### src/rtl/traffic_light_pkg.sv
// Shared types and lamp encodings for the traffic-light sequencer.
// Lamp vectors are ordered {red, yellow, green}.
package traffic_light_pkg;

    typedef enum logic [2:0] {
        ST_RED,
        ST_RED_YLW,
        ST_GREEN,
        ST_YELLOW,
        ST_FLASH
    } tl_state_e;

    localparam logic [2:0] LAMPS_RED     = 3'b100;
    localparam logic [2:0] LAMPS_RED_YLW = 3'b110;
    localparam logic [2:0] LAMPS_GREEN   = 3'b001;
    localparam logic [2:0] LAMPS_YELLOW  = 3'b010;
    localparam logic [2:0] LAMPS_OFF     = 3'b000;

    function automatic logic [2:0] lamps_of(input tl_state_e s);
        logic [2:0] l;
        case (s)
            ST_RED:     l = LAMPS_RED;
            ST_RED_YLW: l = LAMPS_RED_YLW;
            ST_GREEN:   l = LAMPS_GREEN;
            ST_YELLOW:  l = LAMPS_YELLOW;
            ST_FLASH:   l = LAMPS_OFF;
            default:    l = LAMPS_RED;
        endcase
        return l;
    endfunction

    function automatic int max_of(input int a, input int b, input int c,
                                  input int d, input int e);
        int m;
        m = a;
        if (b > m) m = b;
        if (c > m) m = c;
        if (d > m) m = d;
        if (e > m) m = e;
        return m;
    endfunction

endpackage

### src/rtl/traffic_light_timer.sv
// Phase timer: counts up from zero, clears on request, flags the
// last cycle of a phase whose length is given by limit.
module traffic_light_timer
    import traffic_light_pkg::*;
#(
    parameter int W = 5
) (
    input  logic         clk,
    input  logic         rst,
    input  logic         clear,
    input  logic [W-1:0] limit,
    output logic         done
);

    logic [W-1:0] cnt;

    always_ff @(posedge clk or negedge rst) begin
        if (!rst) begin
            cnt <= '0;
        end else if (clear) begin
            cnt <= '0;
        end else begin
            cnt <= cnt + W'(1);
        end
    end

    assign done = (cnt == limit - W'(1));

endmodule

### src/rtl/traffic_light_ctrl.sv
// Moore traffic-light sequencer RED -> RED+YELLOW -> GREEN -> YELLOW.
// Define TRAFFIC_LIGHT_FLASH_EN to add the flash input and FLASH state.
module traffic_light_ctrl
    import traffic_light_pkg::*;
#(
    parameter int RED_T    = 10,
    parameter int REDYLW_T = 3,
    parameter int GREEN_T  = 10,
    parameter int YELLOW_T = 3,
    parameter int FLASH_T  = 4
) (
    input  logic clk,
    input  logic rst,
`ifdef TRAFFIC_LIGHT_FLASH_EN
    input  logic flash,
`endif
    output logic red,
    output logic yellow,
    output logic green
);

    localparam int W =
        $clog2(max_of(RED_T, REDYLW_T, GREEN_T, YELLOW_T, FLASH_T)) + 1;

    if (RED_T < 1 || REDYLW_T < 1 || GREEN_T < 1 ||
        YELLOW_T < 1 || FLASH_T < 1) begin : g_bad_param
        $error("traffic_light_ctrl: all phase durations must be >= 1");
    end

    tl_state_e    state;
    tl_state_e    state_nx;
    logic [W-1:0] limit;
    logic         done;
    logic         clear;
    logic [2:0]   lamps;

    always_comb begin
        case (state)
            ST_RED:     limit = W'(RED_T);
            ST_RED_YLW: limit = W'(REDYLW_T);
            ST_GREEN:   limit = W'(GREEN_T);
            ST_YELLOW:  limit = W'(YELLOW_T);
            ST_FLASH:   limit = W'(FLASH_T);
            default:    limit = W'(RED_T);
        endcase
    end

    // Any state change restarts the timer so every phase begins at zero.
    assign clear = done | (state_nx != state);

    traffic_light_timer #(.W(W)) u_timer (
        .clk   (clk),
        .rst   (rst),
        .clear (clear),
        .limit (limit),
        .done  (done)
    );

    always_ff @(posedge clk or negedge rst) begin
        if (!rst) begin
            state <= ST_RED;
        end else begin
            state <= state_nx;
        end
    end

    always_comb begin
        state_nx = state;
        case (state)
            ST_RED:     if (done) state_nx = ST_RED_YLW;
            ST_RED_YLW: if (done) state_nx = ST_GREEN;
            ST_GREEN:   if (done) state_nx = ST_YELLOW;
            ST_YELLOW:  if (done) state_nx = ST_RED;
`ifdef TRAFFIC_LIGHT_FLASH_EN
            ST_FLASH:   state_nx = ST_RED;
`endif
            default:    state_nx = ST_RED;
        endcase
`ifdef TRAFFIC_LIGHT_FLASH_EN
        if (flash) state_nx = ST_FLASH;
`endif
    end

    assign lamps = lamps_of(state);
    assign red   = lamps[2];
    assign green = lamps[0];

`ifdef TRAFFIC_LIGHT_FLASH_EN
    logic flash_ylw;

    // Held high outside FLASH so the lamp starts lit on entry.
    always_ff @(posedge clk or negedge rst) begin
        if (!rst) begin
            flash_ylw <= 1'b1;
        end else if (state != ST_FLASH) begin
            flash_ylw <= 1'b1;
        end else if (done) begin
            flash_ylw <= ~flash_ylw;
        end
    end

    assign yellow = lamps[1] | ((state == ST_FLASH) & flash_ylw);
`else
    assign yellow = lamps[1];
`endif

endmodule

### config.mk
export PLATFORM = sky130hd
export DESIGN_NAME = traffic_light_ctrl
export DESIGN_NICKNAME = d
export VERILOG_FILES = /design/src/rtl/traffic_light_pkg.sv /design/src/rtl/traffic_light_timer.sv /design/src/rtl/traffic_light_ctrl.sv
export SDC_FILE = /design/constraint.sdc
export NUM_CORES = 1
export LEC_CHECK = 0
export CAP_MARGIN = 15
export CORE_MARGIN = 5
export CORE_UTILIZATION = 25
export CTS_CLUSTER_DIAMETER = 150
export CTS_CLUSTER_SIZE = 12
export DETAILED_ROUTE_END_ITERATION = 8
export HOLD_SLACK_MARGIN = 0.15
export PLACE_DENSITY_LB_ADDON = 0.25
export SYNTH_ARGS = -nofsm -noshare
export SYNTH_HDL_FRONTEND = slang
export SYNTH_SLANG_ARGS = --single-unit
### constraint.sdc
create_clock -name clk -period 2 [get_ports clk]
set_clock_uncertainty 0.2 [all_clocks]
set_input_delay 0.4 -clock clk [delete_from_list [all_inputs] [get_ports clk]]
set_output_delay 0.4 -clock clk [all_outputs]
set_load 0.02 [all_outputs]
Word level (Yosys, flattened, before mapping)
Index checks and enable logic that the tools add are counted.

word-level totals
  register bits = 8
  bits in latches = 0
  bits in writable memories = 0
  ROM bits = 0
  bits of input ports = 2
  output and inout bits = 3
  word-level logic and storage cells = 21
  memories = 0

operators by class
  add/subtract/negate cells = 2
  multipliers = 0
  divide/modulo/power cells = 0
  order comparisons = 0
  equality and inequality tests = 6
  shift-type cells = 0
  muxes and demuxes = 8
  bitwise gates (word level) = 1
  reduce and logical (&&, ||, !) cells = 2

operators with widths
  operator                                          number
  one-hot mux 3 bit (4 select lines)                2
  2-to-1 mux 3 bit                                  4
  one-hot mux 4 bit (2 select lines)                1
  == test 3 x 2 -> 1 bit, second input constant     2
  adder 5 x 1 -> 5 bit, second input constant       1
  == test 5 bit                                     1
  2-to-1 mux 5 bit                                  1
  subtractor 4 x 1 -> 5 bit, second input constant  1
  == test 3 x 1 -> 1 bit, second input constant     1
  == test 3 bit, second input constant              1
  logical NOT 3 bit                                 1
  != test 3 bit                                     1
  OR reduction 2 bit                                1
  OR 1 bit                                          1

Logic depth before layout (Yosys ltp)
Gate-level depths: netlist of the first run.

  depth in word-level cells = 10
  mapped depth = 4
  depth with buffers taken out = 4

Cells and area by module
A second synthesis of the first run with hierarchy kept.

unflattened totals
  cell total of the unflattened synthesis = 52
  area, all modules = 503.0 µm²

modules (own cells, without submodules)
  module               times used  cells an instance  area an instance (µm²)  sequential area each (µm²)
  traffic_light_timer  1           33                 325.3                   125.1
  traffic_light_ctrl   1           19                 177.7                   75.1

Worst setup path before layout of the first run
OpenSTA, ideal clock, no wires.

  path type = register to output
  from = register state[2]
  to = output green
  data arrival time = 1.077 ns
  required time = 1.400 ns
  slack = 0.323 ns
  cell stages (with the launch flop) = 3
  buffers on the path = 1
  path through = dfrtp_1 > clkbuf_1 > nor3b_1

on the way
  longest elaborated chain between the ends = 2
  elaborated cells between the ends (all ways) = 5

RTL lines
  element                                 line                      RTL
  start: declaration                      traffic_light_ctrl.sv:30  tl_state_e state;
  start signal: assignment                traffic_light_ctrl.sv:63  state <= state_nx;
  == test 3 bit (tied with other cells)   traffic_light_pkg.sv:21   case (s)
  one-hot mux 3 bit (4 select lines) (*)  traffic_light_pkg.sv:21
  end: declaration                        traffic_light_ctrl.sv:19  output logic green

Mark *: on every way between the ends. The rest lies on a longest branch, timed or not.

Worst setup path after layout of the first run
  from = register state[2]
  to = output red

on the way
  longest elaborated chain between the ends = 2
  elaborated cells between the ends (all ways) = 5

RTL lines
  element                                 line                      RTL
  == test 3 bit (tied with other cells)   traffic_light_pkg.sv:21
  one-hot mux 3 bit (4 select lines) (*)  traffic_light_pkg.sv:21
  end: declaration                        traffic_light_ctrl.sv:17  output logic red,

Marks and branches as above.

==> run metrics, run 1 <==
DRT iter0 DRCs 8; Detail Route Antenna Nets 0; Placed Cells 58; wire length per cell 11.9 um; Seq/Total Area, Yosys between 50% and 60%; Synth Register Bits 8; Final min period 1.86 ns; clock sink count 8; worst setup margin around 0.14 ns; Final nets 50; drt drc 0; final period utilization 92.9%; cells after synthesis 38; net switching power 0.0721 mW; max-cap viol count 0; cell area after placement 467 sq um; data required time of the worst path 1.40 ns; worst hold slack 0.227 ns; sw frac between 20% and 30%; final core occ 32.2%; initial antenna violation count 0; Clk network pwr share 36.9%; crit path capture type output port; CP max FO 5; CTS max path bufs 2; Port Buf Inserts 4; most frequent cells in the layout dfrtp_1 (8), nor3_1 (3), clkbuf_4 (3), dlygate4sd2_1 (3); clock-pin slew on the worst setup and hold paths roughly 0.05 ns; area used by multi-input combinational logic 188 sq um; CP max stage cell dfrtp_1; io pins 5; Synth warnings 0; maximum clock rate 538 MHz; vias in the first global route 278; PwrDens 662 nW/um^2; Mean Syn Cell Area 10.5 sq um; worst rel slew slack 65.5%; Die Width 50.0 um; total gr overflow 0; Power Internal 0.249 mW; RSZ-0062 raised after global routing false; Comb power frac 7.5%; Register Area 200 sq um; final instance area 485 sq um; WS Path Type reg -> out; Hold Path Class in -> async; share of cells above drive strength 1 11.1%; CTS Buf Count 3; syn nets 41; register share of total power 55.6%; Leak 0.206 nW; Fin. Hold Viols 0; CP Buf/Inv Count 1; CTS tree yes; Critical Path Source Type flip-flop; Pwr Total between 0.3 and 0.4 mW; CP Data Arrival Time 1.26 ns; FP Rows 14; Final setup viols 0; pins over their slew limit 0; setup TNS 0 ns; Cell Count, Final, Fillers Out 61; CORE AREA around 1500 sq um; GPL Wtd Cong 0.713; routed wire length just over 700 um; peak supply drop 0.453 mV; post-CTS resize count 3; outcome completed; DR vias/cell 4.84; H-tree depth 1; critical path cell sequence nand2b_1 > a21boi_0 > dlygate4sd2_1; # diodes 0; worst-margin pin slew 0.515 ns; Die H about 50 um; synthesized area 399 sq um; Setup Fix Bufs, Post-CTS 0; dpl ws 0.112 ns; hold bufs inserted after CTS 0; Total Die Area 2500 sq um; most common cell after layout, fill and taps aside dfrtp_1; pin count of the biggest net entering global routing 9; via count 295; Cell variety after synth 22; Worst-Skew Late Latency 0.25 ns; CTS Root Cell clkbuf_4; Worst path max stage delay 0.40 ns; # fillers 163; global-route wire length before repair 1220 um; Top delay family on crit path flip-flops; Initial Util 26.5%; router iterations before antenna repair 2; area grow syn2layout 21.6%; GRT Total Usage 6.54%; HPWL Detailed ~520 um
==> logic make-up (layout without fill, tap and decap cells) <==
logic type	Yosys count	after routing	synth area share [%]
flip-flops	8	8	50.2
other	1	1	0.940
AO/OA/AOI/OAI	7	7	11.6
AND/OR/NAND/NOR	15	15	24.8
buffers and inverters	3	10	2.82
adder cells (fa/ha/maj)	1	1	3.13
XOR/XNOR	3	3	6.58
==> cell usage after synthesis <==
cell       number  share of area [%]
dfrtp_1         8                 50
nor3_1          3                3.8
a21oi_1         2                2.5
clkbuf_1        2                1.9
nand3_1         2                2.5
nand4bb_1       2                5.6
nor2_1          2                1.9
nor3b_1         2                3.8
xor2_1          2                4.4
a211oi_1        1                1.9
a21boi_0        1                1.9
conb_1          1               0.94
ha_1            1                3.1
inv_1           1               0.94
nand2b_1        1                1.6
nor2b_1         1                1.6
nor4b_1         1                2.2
o21ai_0         1                1.3
o31ai_1         1                1.9
o41ai_1         1                2.2
or4_1           1                1.9
xnor2_1         1                2.2
==> final cells by class <==
type,instances,share of cell area [%]
clock buffers,3,4.64
repair buffers,6,10.6
flip-flops and latches,8,41.2
well taps,16,4.12
multi-input cells,27,38.7
inverters,1,0.773
==> worst register-to-register path, stage by stage (launching register included) <==
cell	delay, ns
dfrtp_1	0.44
nand4bb_1	0.26
a211oi_1	0.48
nor3_1	0.12
==> per-layer routing <==
layer  up-vias  global-route usage [%]  wire [um]
li1        152                       -          -
met1       134                    8.42        384
met2         9                    8.05        277
met3         0                    4.82         65
met4         0                    2.62          0
met5         -                       0          0
==> worst paths after layout <==
check / from / to / slack [ns] / cells past startpoint
max: state[2] / red / 0.14 / 3
min: rst / state[2] / 0.23 / 1
max reg2reg: u_timer.cnt[3] / u_timer.cnt[3] / 0.36 / 3
min reg2reg: u_timer.cnt[0] / u_timer.cnt[0] / 0.34 / 1
max in group asynchronous: rst / u_timer.cnt[1] / 1.11 / 1
min in group clk: u_timer.cnt[0] / u_timer.cnt[0] / 0.34 / 1
==> power groups by stage <==
stage               combinational [mW]  sequential (mW)  clock (mW)
floorplan                       0.0169            0.176           0
global route                    0.0273            0.179       0.136
detailed placement              0.0250            0.181           0
finish                          0.0241            0.179       0.118
CTS                             0.0244            0.178       0.126
global placement                0.0254            0.181           0
==> state kept, by name, summed over array words and instances (netlist names) <==
register and flops:
state 3, u_timer.cnt 5
No activity file was read; power rests on OpenSTA's default activity.
==> run 2: changes to the inputs <==
--- a/config.mk
+++ b/config.mk
@@ -8,6 +8,7 @@
 export CAP_MARGIN = 15
 export CORE_MARGIN = 5
 export CORE_UTILIZATION = 25
+export CTS_BUF_LIST = sky130_fd_sc_hd__clkbuf_8
 export CTS_CLUSTER_DIAMETER = 150
 export CTS_CLUSTER_SIZE = 12
 export DETAILED_ROUTE_END_ITERATION = 8
==> run metrics, run 2 (synthesis results as in run 1) <==
CORE AREA 1510 sq um; GPL Wtd Cong 0.713; sw frac 20.7%; Cell Count, Final, Fillers Out 61; max reg flops 5; H-tree depth 1; CTS max path bufs 2; Fin. Hold Viols 0; RSZ-0062 raised after global routing false; data required time of the worst path 1.40 ns; clock sink count 8; most common cell after layout, fill and taps aside dfrtp_1; worst rel slew slack between 60% and 70%; CTS tree yes; Placed Cells 58; worst-margin pin slew between 0.5 and 0.6 ns; register name with the most flops u_timer.cnt; initial antenna violation count 0; CP max FO 5; Detail Route Antenna Nets 0; CP max stage cell dfrtp_1; GRT Total Usage 6.91%; critical path cell sequence nand2b_1 > a21boi_0 > dlygate4sd2_1; CTS Root Cell clkbuf_8; FF-to-FF End u_timer.cnt[3]; Clk network pwr share between 40% and 50%; DR vias/cell around 5; final core occ 33.5%; WS Path Type reg -> out; PwrDens between 700 and 800 nW/um^2; dpl ws 0.112 ns; maximum clock rate about 550 MHz; io pins 5; vias in the first global route 286; share of cells above drive strength 1 11.1%; area grow syn2layout 26.3%; HPWL Detailed roughly 520 um; routed wire length 730 um; FP Rows 14; top flop regs u_timer.cnt (5), state (3); net switching power 0.0811 mW; Final nets 50; Die Width approximately 50 um; Total Die Area between 2000 and 2500 sq um; Leak 0.213 nW; Hold Path Class in -> async; FF-to-FF setup slack 0.35 ns; worst setup margin 0.170 ns; final period utilization 91.5%; crit path capture type output port; Final setup viols 0; register share of total power between 40% and 50%; Initial Util 26.5%; pin count of the biggest net entering global routing 9; Comb power frac 6.2%; peak supply drop 0.604 mV; Final min period ~1.8 ns; Pwr Total 0.393 mW; via count between 300 and 400; CTS Buf Count 3; Worst path max stage delay 0.39 ns; setup TNS 0 ns; drt drc 0; Setup Fix Bufs, Post-CTS 0; Die H 50.0 um; # diodes 0; total gr overflow 0; max-cap viol count 0; clock-pin slew on the worst setup and hold paths about 0.040 ns; most frequent cells in the layout dfrtp_1 (8), nor3_1 (3), clkbuf_8 (3), dlygate4sd2_1 (3); Worst-Skew Late Latency ~0.22 ns; FF-to-FF path depth 3; global-route wire length before repair 1290 um; Critical Path Source Type flip-flop; Port Buf Inserts 4; reg2reg start u_timer.cnt[3]; Power Internal just over 0.3 mW; CP Data Arrival Time 1.23 ns; pins over their slew limit 0; # fillers 160; router iterations before antenna repair 4; wire length per cell between 10 and 15 um; DRT iter0 DRCs 12; outcome completed
run 2: cell count changes in the layout (fill, tap and decap cells not counted):
cell      change
clkbuf_4      -3
clkbuf_8      +3
run 2: repair_timing:
action                                  in CTS  in global routing
gates resized for setup                      3                  0
hold buffers                                 0                  0
endpoints found under the setup margin       3                  0
run 2: power by group through the flow:
stage                     logic [mW]  registers (mW)  clock network, mW
after floorplan               0.0169           0.176                  0
after global routing          0.0278           0.179              0.206
after global placement        0.0254           0.181                  0
after detailed placement      0.0250           0.181                  0
final                         0.0242           0.179              0.189
after CTS                     0.0246           0.179              0.195
run 2: critical path: cells and delay by family, from the launching register on:
family                 cells  cell delay [ns]
AOI/OAI and AO/OA          1             0.15
DFF                        1             0.39
and+or+nand+nor            1             0.11
buffers and inverters      1             0.35
run 2: area by class of cell:
cell class                      instances  area [sq um]  share of cell area, %
Sequential cell                         8           200                   39.7
Timing Repair Buffer                    6          51.3                   10.2
Multi-Input combinational cell         27           188                   37.2
Tap cell                               16          20.0                   3.97
Inverter                                1          3.75                  0.744
Clock buffer                            3          41.3                   8.19
run 2: worst max path at each step:
stage               cells past startpoint  slack, ns      from  endpoint
CTS                                     3       0.15  state[2]       red
global placement                        3       0.12  state[2]       red
floorplan                               2       0.32  state[2]     green
detailed placement                      3       0.11  state[2]       red
finish                                  3       0.17  state[2]       red
global route                            3       0.11  state[2]       red
run 2: per-layer routing:
| metal | GRT usage (%) | vias up | routed length [um] |
|---|---|---|---|
| met1 | 8.97 | 137 | 367 |
| met2 | 8.69 | 11 | 294 |
| li1 | - | 153 | - |
| met3 | 4.82 | 0 | 67 |
| met4 | 2.62 | 0 | 0 |
| met5 | 0 | - | 0 |
run 2: through the flow:
step                      instance area (sq um)  hold slack (ns)
after floorplan                             399          -0.0956
final                                       504            0.255
after global placement                      467            0.334
after CTS                                   504            0.269
after detailed placement                    467            0.337
after global routing                        504            0.288
==> run 3: changes to the inputs <==
--- a/config.mk
+++ b/config.mk
@@ -6,12 +6,13 @@
 export NUM_CORES = 1
 export LEC_CHECK = 0
 export CAP_MARGIN = 15
-export CORE_MARGIN = 5
+export CORE_MARGIN = 2
 export CORE_UTILIZATION = 25
 export CTS_BUF_LIST = sky130_fd_sc_hd__clkbuf_8
 export CTS_CLUSTER_DIAMETER = 150
 export CTS_CLUSTER_SIZE = 12
 export DETAILED_ROUTE_END_ITERATION = 8
+export GPL_ROUTABILITY_DRIVEN = 0
 export HOLD_SLACK_MARGIN = 0.15
 export PLACE_DENSITY_LB_ADDON = 0.25
 export SYNTH_ARGS = -nofsm -noshare
==> run metrics, run 3 (synthesis results as in run 1) <==
outcome completed; HPWL Detailed 538 um; Detail Route Antenna Nets 0; Final nets 49; max reg flops 5; most frequent cells in the layout dfrtp_1 (8), nor3_1 (3), clkbuf_8 (3), dlygate4sd2_1 (3); Final min period 1.82 ns; Die H 44.0 um; H-tree depth 1; max-cap viol count 0; register name with the most flops u_timer.cnt; Placed Cells 57; router iterations before antenna repair 3; peak supply drop 0.589 mV; share of cells above drive strength 1 9.09%; # diodes 0; maximum clock rate 549 MHz; Worst-Skew Late Latency approximately 0.23 ns; PwrDens ~790 nW/um^2; Setup Fix Bufs, Post-CTS 0; CTS max path bufs 2; final period utilization 91.1%; Port Buf Inserts 4; reg2reg start u_timer.cnt[3]; FF-to-FF setup slack 0.39 ns; most common cell after layout, fill and taps aside dfrtp_1; Cell Count, Final, Fillers Out 60; CP max FO 5; pins over their slew limit 0; clock sink count 8; routed wire length roughly 750 um; FP Rows 14; CORE AREA 1510 sq um; DRT iter0 DRCs 2; # fillers between 150 and 200; via count 296; CTS Buf Count 3; post-CTS resize count 3; Total Die Area approximately 1900 sq um; clock-pin slew on the worst setup and hold paths approximately 0.040 ns; CTS tree yes; Critical Path Source Type flip-flop; WS Path Type reg -> out; wire length per cell 12.4 um; setup TNS 0 ns; total gr overflow 0; io pins 5; Final setup viols 0; drt drc 0; global-route wire length before repair 1360 um; GRT Total Usage 10.4%; pin count of the biggest net entering global routing 9; DR vias/cell between 4 and 5; top flop regs u_timer.cnt (5), state (3); crit path from state[2]; FF-to-FF path depth 3; FF-to-FF End u_timer.cnt[1]; data required time of the worst path 1.40 ns; Die Width 44.0 um; hold bufs inserted after CTS 0; CP Data Arrival Time 1.22 ns; vias in the first global route 307; Leak 0.209 nW; Fin. Hold Viols 0; RSZ-0062 raised after global routing false; area grow syn2layout 24.5%; crit path capture type output port; Initial Util 26.5%; Hold Path Class in -> async; initial antenna violation count 0; CTS Root Cell clkbuf_8
-- run 3: report_power, final --
part	total (mW)	switching (mW)	leakage, nW	internal (mW)
combinational	0.0227	0.0114	0.0800	0.0114
clock	0.191	0.0609	0.0216	0.130
sequential	0.179	0.00988	0.107	0.169
total	0.392	0.0821	0.209	0.310
-- run 3: worst max path at each step --
| stage | slack (ns) | end | depth (start not counted) |
|---|---|---|---|
| after CTS | 0.17 | red | 3 |
| after floorplan | 0.32 | green | 2 |
| after detailed placement | 0.13 | red | 3 |
| final | 0.18 | red | 3 |
| after global placement | 0.14 | red | 3 |
| after global routing | 0.09 | red | 3 |
-- run 3: metrics by stage --
step,cell area (sq um),setup WS (ns),util [%],hold WS [ns],power [mW]
detailed placement,459,0.130,30.5,0.336,0.205
finish,497,0.178,33.0,0.253,0.392
global route,497,0.0950,33.0,0.280,0.416
floorplan,399,0.323,-,-0.0956,0.193
global placement,459,0.137,30.5,0.338,0.205
CTS,497,0.167,33.0,0.268,0.397
-- run 3: area by class of cell --
type,instances,area (sq um),share of cell area [%]
multi-input combinational,27,188,37.8
clock buffer,3,41.3,8.31
inverter,1,3.75,0.756
sequential,8,200,40.3
tap,16,20.0,4.03
timing repair buffer,5,43.8,8.82
-- run 3: layer usage --
layer	vias up	global-route usage (%)	share of wire (%)
met5	-	0	0
met1	139	12.4	47
met2	9	14.4	45
met4	0	3.64	0
li1	148	-	-
met3	0	7.50	8.1
-- run 3: critical path, cell delays in order, from the launching register on --
cell and delay, ns:
dfrtp_1 0.38, nand2b_1 0.11, a21boi_0 0.15, dlygate4sd2_1 0.34
